[src/rtl/fxp_div_avg.sv]
// fxp_div_avg: sequential signed fixed-point divider and sample averager.
// The result is (Dividend << FB) / Divisor, or the mean of N streamed samples. Start/Ack handshake.
`default_nettype none

module fxp_div_avg #(
    parameter int DW = 16,
    parameter int VW = 8,
    parameter int FB = 8
) (
    input  logic               Clk,
    input  logic               Reset,
    input  logic               Start,
    input  logic               Mode,
    input  logic [DW-1:0]      Dividend,
    input  logic [VW-1:0]      Divisor,
    input  logic               SampleValid,
    input  logic [DW-1:0]      SampleData,
    output logic               SampleReady,
    output logic               Busy,
    output logic [DW+FB-1:0]   Quotient,
    output logic [DW-1:0]      Avg,
    output logic               DivZero,
    output logic               Ack
);
    localparam int QW = DW + FB;
    localparam int IW = $clog2(QW + 1);

    typedef enum logic [1:0] {
        S_IDLE  = 2'd0,
        S_ACCUM = 2'd1,
        S_DIV   = 2'd2,
        S_DONE  = 2'd3
    } state_t;

    state_t          state_q, state_d;
    logic [DW-1:0]   sum_q, sum_d;
    logic [VW-1:0]   cnt_q, cnt_d;
    logic [VW-1:0]   nv_q, nv_d;
    logic [QW-1:0]   mag_q, mag_d;
    logic [VW-1:0]   rem_q, rem_d;
    logic [IW-1:0]   iter_q, iter_d;
    logic            neg_q, neg_d;
    logic [QW-1:0]   quot_q, quot_d;
    logic            dz_q, dz_d;
    logic            ack_q, ack_d;

    logic [DW-1:0]   w_sum_nxt;
    logic [DW-1:0]   w_src;
    logic [QW-1:0]   w_ext;
    logic [QW-1:0]   w_mag;
    logic [VW:0]     w_rem_sh;
    logic [VW:0]     w_diff;

    assign w_sum_nxt = sum_q + SampleData;
    assign w_src     = (state_q == S_ACCUM) ? w_sum_nxt : Dividend;
    assign w_ext     = {w_src, {FB{1'b0}}};
    // Treated as unsigned, the QW-bit negation of -2^(QW-1) is exactly 2^(QW-1), so the magnitude cannot overflow.
    assign w_mag     = w_src[DW-1] ? (~w_ext + 1'b1) : w_ext;
    assign w_rem_sh  = {rem_q, mag_q[QW-1]};
    assign w_diff    = w_rem_sh - {1'b0, nv_q};

    always_comb begin
        state_d = state_q;
        sum_d   = sum_q;
        cnt_d   = cnt_q;
        nv_d    = nv_q;
        mag_d   = mag_q;
        rem_d   = rem_q;
        iter_d  = iter_q;
        neg_d   = neg_q;
        quot_d  = quot_q;
        dz_d    = dz_q;
        ack_d   = ack_q;
        case (state_q)
            S_IDLE, S_DONE: begin
                if (Start) begin
                    ack_d = 1'b0;
                    nv_d  = Divisor;
                    if (Divisor == '0) begin
                        state_d = S_DONE;
                        quot_d  = '1;
                        dz_d    = 1'b1;
                        ack_d   = 1'b1;
                    end else if (Mode) begin
                        state_d = S_ACCUM;
                        sum_d   = '0;
                        cnt_d   = '0;
                    end else begin
                        state_d = S_DIV;
                        mag_d   = w_mag;
                        neg_d   = w_src[DW-1];
                        rem_d   = '0;
                        iter_d  = '0;
                    end
                end
            end
            S_ACCUM: begin
                if (SampleValid) begin
                    sum_d = w_sum_nxt;
                    cnt_d = cnt_q + 1'b1;
                    if ((cnt_q + 1'b1) == nv_q) begin
                        state_d = S_DIV;
                        mag_d   = w_mag;
                        neg_d   = w_src[DW-1];
                        rem_d   = '0;
                        iter_d  = '0;
                    end
                end
            end
            S_DIV: begin
                if (iter_q != IW'(QW)) begin
                    // Restoring step: the dividend shifts out of the top of mag_q while the quotient bits shift in at the bottom.
                    if (!w_diff[VW]) begin
                        rem_d = w_diff[VW-1:0];
                        mag_d = {mag_q[QW-2:0], 1'b1};
                    end else begin
                        rem_d = w_rem_sh[VW-1:0];
                        mag_d = {mag_q[QW-2:0], 1'b0};
                    end
                    iter_d = iter_q + 1'b1;
                end else begin
                    quot_d  = neg_q ? (~mag_q + 1'b1) : mag_q;
                    dz_d    = 1'b0;
                    ack_d   = 1'b1;
                    state_d = S_DONE;
                end
            end
            default: state_d = S_IDLE;
        endcase
    end

    always_ff @(posedge Clk) begin
        if (Reset) begin
            state_q <= S_IDLE;
            sum_q   <= '0;
            cnt_q   <= '0;
            nv_q    <= '0;
            mag_q   <= '0;
            rem_q   <= '0;
            iter_q  <= '0;
            neg_q   <= 1'b0;
            quot_q  <= '0;
            dz_q    <= 1'b0;
            ack_q   <= 1'b0;
        end else begin
            state_q <= state_d;
            sum_q   <= sum_d;
            cnt_q   <= cnt_d;
            nv_q    <= nv_d;
            mag_q   <= mag_d;
            rem_q   <= rem_d;
            iter_q  <= iter_d;
            neg_q   <= neg_d;
            quot_q  <= quot_d;
            dz_q    <= dz_d;
            ack_q   <= ack_d;
        end
    end

    assign SampleReady = (state_q == S_ACCUM);
    assign Busy        = (state_q == S_ACCUM) || (state_q == S_DIV);
    assign Quotient    = quot_q;
    assign Avg         = quot_q[QW-1:FB];
    assign DivZero     = dz_q;
    assign Ack         = ack_q;

endmodule

`default_nettype wire

[config.mk]
export PLATFORM = sky130hd
export DESIGN_NAME = fxp_div_avg
export DESIGN_NICKNAME = d
export VERILOG_FILES = /design/src/rtl/fxp_div_avg.sv
export SDC_FILE = /design/constraint.sdc
export NUM_CORES = 1
export LEC_CHECK = 0
export ABC_AREA = 0
export ABC_CLOCK_PERIOD_IN_PS = 8500
export CAP_MARGIN = 25
export CELL_PAD_IN_SITES_DETAIL_PLACEMENT = 1
export CELL_PAD_IN_SITES_GLOBAL_PLACEMENT = 1
export CORE_MARGIN = 1
export CORE_UTILIZATION = 38
export CTS_CLUSTER_DIAMETER = 80
export DETAILED_ROUTE_END_ITERATION = 8
export PLACE_DENSITY = 0.87
export SYNTH_ARGS = -nofsm -noshare
export SYNTH_HDL_FRONTEND = slang
export SYNTH_SLANG_ARGS = --single-unit
[constraint.sdc]
create_clock -name Clk -period 8.5 [get_ports Clk]
set_input_delay 1.7 -clock Clk [delete_from_list [all_inputs] [get_ports Clk]]
set_output_delay 1.7 -clock Clk [all_outputs]
set_load 0.005 [all_outputs]
==> impl_metrics.json, run 1 <==
{
  "die_height_um": 131.4,
  "nets": 958,
  "cp_slowest_cell": "a211o_1",
  "drt_iter0_drc": 315,
  "grt_pass1_vias": 6097,
  "powerDensity_nw_per_um2": 303.9,
  "dieArea_um2": 17270,
  "grtUsageTotal": 0.2166,
  "synth_cells": 836,
  "worstSetupStartpointType": "input port",
  "slew_violations": 0,
  "rows": 46,
  "cts_made_buffers": 9,
  "synthArstFlopShare": 0,
  "cts_hold_buf": 0,
  "power_leakage_nw": 2.860,
  "die_x_um": 131.4,
  "cts_sinks": 98,
  "cp_cell_sequence": "clkdlybuf4s50_1 -> ha_1 -> a21oi_1 -> a21boi_0 -> a21oi_1 -> and3_1 -> a211o_1 -> o21ai_0 -> xnor2_1 -> o21ai_0 -> o211a_1",
  "cts_tree": "yes",
  "synth_area_um2": 6365,
  "clock_latency_ns": 0.37,
  "layout_common_cells": "nand2_1, dfxtp_1, clkdlybuf4s50_1",
  "cts_buffer_depth": 2,
  "cts_resized": 0,
  "coreArea_um2": 16120,
  "worstPathMaxFanout": 18,
  "required_ns": 8.75,
  "routed_via_density": 5.572,
  "fin_worst_skew_ns": 0.01183,
  "yosysSeqAreaShare": 0.3082,
  "worst_slew_pin_slew_ns": 0.9436,
  "ys_ff_latch": 98,
  "ctsHtreeMaxLevel": 3,
  "port_buffers": 88,
  "layout_commonest_cell": "nand2_1",
  "start_util": 0.3950,
  "grt_pass1_wl_um": 30570,
  "dpl.hpwl_um": 13260,
  "maxCapViolCount": 0,
  "cts-root-buf": "clkbuf_16",
  "place_congestion": 0.8514,
  "grt.overflow.total": 0,
  "relSlewSlack": 0.3688,
  "synth_fp_nets": 913,
  "ioPinCount": 89,
  "synth_ff_type": "dfxtp_1",
  "setup_viol": 0,
  "avgRoutedWirePerCell_um": 16.74,
  "min-delay-path-class": "flip-flop to flip-flop",
  "drc": 0,
  "min_period_ns": 4.509,
  "dr.pass1.iters": 5,
  "arrival_ns": 4.76,
  "synth_edf_count": 0,
  "drtAntennaViolNets": 0,
  "ir_worst_vdd_uv": 135.4,
  "yosys.cell_types.count": 62,
  "wl_um": 18430,
  "antenna_found_initial": 0,
  "grt_max_degree": 85,
  "grt_setup_unrepaired": "no",
  "cp-end-kind": "flip-flop",
  "fmax_ghz": 0.2218,
  "final_util": 0.4691,
  "areaGrowthSynthToFinish_pct": 18.77,
  "stdcell_count": 1101,
  "yosysWarnings": 0,
  "vias": 6135,
  "post_cts_buffers": 0,
  "drive_above_1_share": 0.05424,
  "clk_pin_slew_worst_paths_ns": 0.07,
  "diodes": 0,
  "tns_ns": 0,
  "cpPeakStageDelay_ns": 0.48,
  "syn_area_per_cell_um2": 7.613,
  "finalCritPeriodShare": 0.5305,
  "hold_viol_final": 0,
  "post-place-cells": 1086,
  "path_class": "input port to flip-flop",
  "outcome": "finished, final reports clean"
}
-- metrics by stage --
step | setup WS (ns) | hold WS, ns | area [um^2] | power (mW)
2_1_floorplan | 4.336 | 0.4363 | 6365 | 1.521
3_3_place_gp | 3.703 | 0.4446 | 7257 | 1.825
3_5_place_dp | 3.636 | 0.4495 | 7257 | 1.873
4_1_cts | 4.009 | 0.4588 | 7560 | 2.317
5_1_grt | 3.731 | 0.4745 | 7560 | 2.473
6_report | 3.991 | 0.4570 | 7560 | 2.297
-- cells by family after synthesis --
family / after synthesis / share of synthesized area
adders and majority gates: 32 / 0.06526
buffers and inverters: 86 / 0.06212
muxes: 14 / 0.02339
DFF: 98 / 0.3082
and+or+nand+nor: 306 / 0.2196
xor gates and xnor gates: 60 / 0.08473
AOI/OAI and AO/OA: 240 / 0.2367
-- cell type report --
type | instances | area (um^2)
fillers | 2013 | 8556
multi-input cells | 652 | 4010
flip-flops and latches | 98 | 1962
repair buffers | 93 | 913.4
well taps | 216 | 270.3
clock buffers | 10 | 239.0
inverters | 27 | 101.3
clock inverters | 5 | 63.81
-- state kept, by name (all words and copies together) (netlist names) --
register	count
Quotient	24
mag_q	24
sum_q	16
cnt_q	8
nv_q	8
rem_q	8
iter_q	5
state_q	2
Ack	1
DivZero	1
neg_q	1
-- synthesized netlist by cell type, types with 3 or more instances --
| cell type | instances | area share |
|---|---|---|
| a22oi_1 | 9 | 0.011 |
| xor2_1 | 25 | 0.034 |
| inv_1 | 26 | 0.015 |
| a211o_1 | 3 | 0.0041 |
| o21a_1 | 6 | 0.0071 |
| ha_1 | 30 | 0.059 |
| nand2_1 | 104 | 0.061 |
| dfxtp_1 | 98 | 0.31 |
| nand3b_1 | 5 | 0.0059 |
| or3_1 | 7 | 0.0069 |
| nor2_1 | 86 | 0.051 |
| and3_1 | 12 | 0.012 |
| clkbuf_1 | 37 | 0.022 |
| o211a_1 | 4 | 0.0063 |
| and2_1 | 6 | 0.0059 |
| nor3_1 | 19 | 0.015 |
| mux2_2 | 7 | 0.012 |
| a311oi_1 | 7 | 0.0096 |
| nor4_1 | 5 | 0.0049 |
| buf_2 | 4 | 0.0031 |
| or2_2 | 6 | 0.0059 |
| o211ai_1 | 4 | 0.0047 |
| a21o_1 | 3 | 0.0035 |
| a21boi_0 | 5 | 0.0059 |
| buf_4 | 16 | 0.019 |
| a211oi_1 | 5 | 0.0059 |
| nand3_1 | 30 | 0.024 |
| o21ai_0 | 52 | 0.041 |
| a21oi_1 | 81 | 0.064 |
| a31oi_1 | 16 | 0.016 |
| a32oi_1 | 4 | 0.0055 |
| o22ai_1 | 14 | 0.014 |
| o31ai_1 | 10 | 0.012 |
| xnor2_1 | 34 | 0.047 |
| mux2i_1 | 7 | 0.011 |
| nand4_1 | 6 | 0.0059 |
| nor2b_1 | 12 | 0.012 |
-- final timing paths --
path,startpoint,slack [ns],depth (start not counted),endpoint
worst min register to register,nv_q[6],0.46,2,nv_q[6]
worst max register to register,cnt_q[0],4.88,10,rem_q[1]
worst max-delay path,SampleData[12],3.99,11,mag_q[12]
worst min-delay path,nv_q[6],0.46,2,nv_q[6]
-- layer usage --
| metal | track usage | up-vias | part of all wire |
|---|---|---|---|
| met1 | 0.2798 | 2963 | 0.47 |
| met2 | 0.3736 | 119 | 0.48 |
| li1 | - | 3038 | - |
| met4 | 0.05491 | 0 | 0.012 |
| met3 | 0.03356 | 15 | 0.037 |
| met5 | 0 | - | 0 |
-- report_power, final --
group	leakage (nW)	switching, mW	internal (mW)
clock	0.145	0.192	0.237
sequential	0.797	0.112	0.556
combinational	1.92	0.699	0.503
-- worst max-delay path: cells and delay by family --
family	cells	cell delay, ns
AO/OA/AOI/OAI	7	1.85
buffers and inverters	1	0.42
adder cells (fa/ha/maj)	1	0.36
XOR/XNOR	1	0.24
AND/OR/NAND/NOR	1	0.19
Power figures use the tool's default switching activity.
==> run 2, diff against run 1 <==
- ABC_CLOCK_PERIOD_IN_PS: 8500 -> 3850
- CORE_UTILIZATION: 38 -> 37
- PLACE_DENSITY: 0.87 -> 0.88
- clock period: 8.5 -> 3.85 ns (I/O delays scaled with it)
==> impl_metrics.json, run 2 (synthesized netlist as in run 1, its figures left out) <==
{
  "cts_tree": "yes",
  "cts_hold_buf": 0,
  "nets": 973,
  "cp-end-kind": "flip-flop",
  "grt_max_degree": 84,
  "setup_ws_ns": 0.2357,
  "place_congestion": 0.8643,
  "clk_pin_slew_worst_paths_ns": 0.07,
  "stdcell_count": 1121,
  "grt.overflow.total": 0,
  "slew_violations": 0,
  "grt_pass1_wl_um": 30820,
  "cp_cell_sequence": "clkdlybuf4s50_1 -> ha_1 -> fa_1 -> nand3_1 -> a21o_1 -> a211oi_1 -> a311o_2 -> or4_4 -> o31ai_1 -> xor2_1 -> nand2_1 -> a21oi_1",
  "cts_made_buffers": 9,
  "final_util": 0.4595,
  "cts_resized": 0,
  "avgRoutedWirePerCell_um": 16.25,
  "path_class": "input port to flip-flop",
  "relSlewSlack": 0.3754,
  "cts-root-buf": "clkbuf_16",
  "cpPeakStageDelay_ns": 0.54,
  "arrival_ns": 3.91,
  "rows": 47,
  "min_period_ns": 3.614,
  "die_x_um": 133.2,
  "finalCritPeriodShare": 0.9388,
  "port_buffers": 88,
  "ioPinCount": 89,
  "die_height_um": 133.2,
  "post_cts_buffers": 0,
  "drt_iter0_drc": 291,
  "drive_above_1_share": 0.07103,
  "layout_commonest_cell": "nand2_1",
  "antenna_found_initial": 0,
  "diodes": 0,
  "fmax_ghz": 0.2767,
  "ir_worst_vdd_uv": 350.1,
  "dpl_worst_slack_ns": -0.1136,
  "hold_slack_ns": 0.4631,
  "cp_slowest_cell": "or4_4",
  "maxCapViolCount": 0,
  "worst_slew_pin_slew_ns": 0.9369,
  "coreArea_um2": 16700,
  "required_ns": 4.14,
  "dr.pass1.iters": 4,
  "areaGrowthSynthToFinish_pct": 20.58,
  "start_util": 0.3811,
  "power_leakage_nw": 2.936,
  "worstPathMaxFanout": 4,
  "grt_pass1_vias": 6239,
  "dieArea_um2": 17730,
  "outcome": "finished, final reports clean",
  "worstSetupStartpointType": "input port",
  "hold_viol_final": 0,
  "cts_buffer_depth": 2,
  "layout_common_cells": "nand2_1, dfxtp_1, clkdlybuf4s50_1",
  "wl_um": 18220,
  "grt_setup_unrepaired": "no",
  "drtAntennaViolNets": 0,
  "dpl.hpwl_um": 13720,
  "setup_viol": 0,
  "clock_latency_ns": 0.36,
  "grtUsageTotal": 0.2136,
  "min-delay-path-class": "flip-flop to flip-flop",
  "p_total_mw": 5.151,
  "powerDensity_nw_per_um2": 671.2,
  "drc": 0,
  "ctsHtreeMaxLevel": 3,
  "routed_via_density": 5.560,
  "post-place-cells": 1105,
  "cts_sinks": 98,
  "fin_worst_skew_ns": 0.01101,
  "vias": 6233
}
-- run 2: final cells by class --
type	instances	area, um^2
multi-input cells	652	4010
fillers	2070	9026
flip-flops and latches	98	1962
clock buffers	9	225.2
inverters	27	101.3
repair buffers	108	1026
clock inverters	7	75.07
well taps	220	275.3
-- run 2: worst paths after layout --
kind / start / to / slack (ns) / depth (start not counted)
hold reg to reg: sum_q[4] / sum_q[4] / 0.46 / 2
hold / removal: sum_q[4] / sum_q[4] / 0.46 / 2
setup / recovery: SampleData[0] / mag_q[18] / 0.24 / 12
setup reg to reg: state_q[1] / mag_q[17] / 0.57 / 11
-- run 2: worst max-delay path: cells and delay by family --
family / cells / cell delay, ns
and+or+nand+nor: 3 / 0.79
AOI/OAI and AO/OA: 5 / 1.09
buffers and inverters: 1 / 0.41
adders and majority gates: 2 / 0.68
xor gates and xnor gates: 1 / 0.19
-- run 2: routing by layer --
| metal | up-vias | share of wire | GRT usage |
|---|---|---|---|
| met3 | 19 | 0.041 | 0.03691 |
| met4 | 0 | 0.012 | 0.05619 |
| li1 | 3081 | - | - |
| met1 | 3012 | 0.46 | 0.2736 |
| met5 | - | 0 | 0 |
| met2 | 121 | 0.49 | 0.3697 |
-- run 2: where the power goes --
part / total (mW) / switching, mW / internal, mW
clock: 0.933 / 0.424 / 0.508
combinational: 2.75 / 1.55 / 1.20
sequential: 1.47 / 0.244 / 1.23
-- run 2: stage by stage --
| step | setup TNS [ns] | instance area [um^2] |
|---|---|---|
| floorplan | 0 | 6365 |
| global placement | 0 | 7375 |
| detailed placement | -0.1527 | 7375 |
| CTS | 0 | 7675 |
| global route | 0 | 7675 |
| finish | 0 | 7675 |
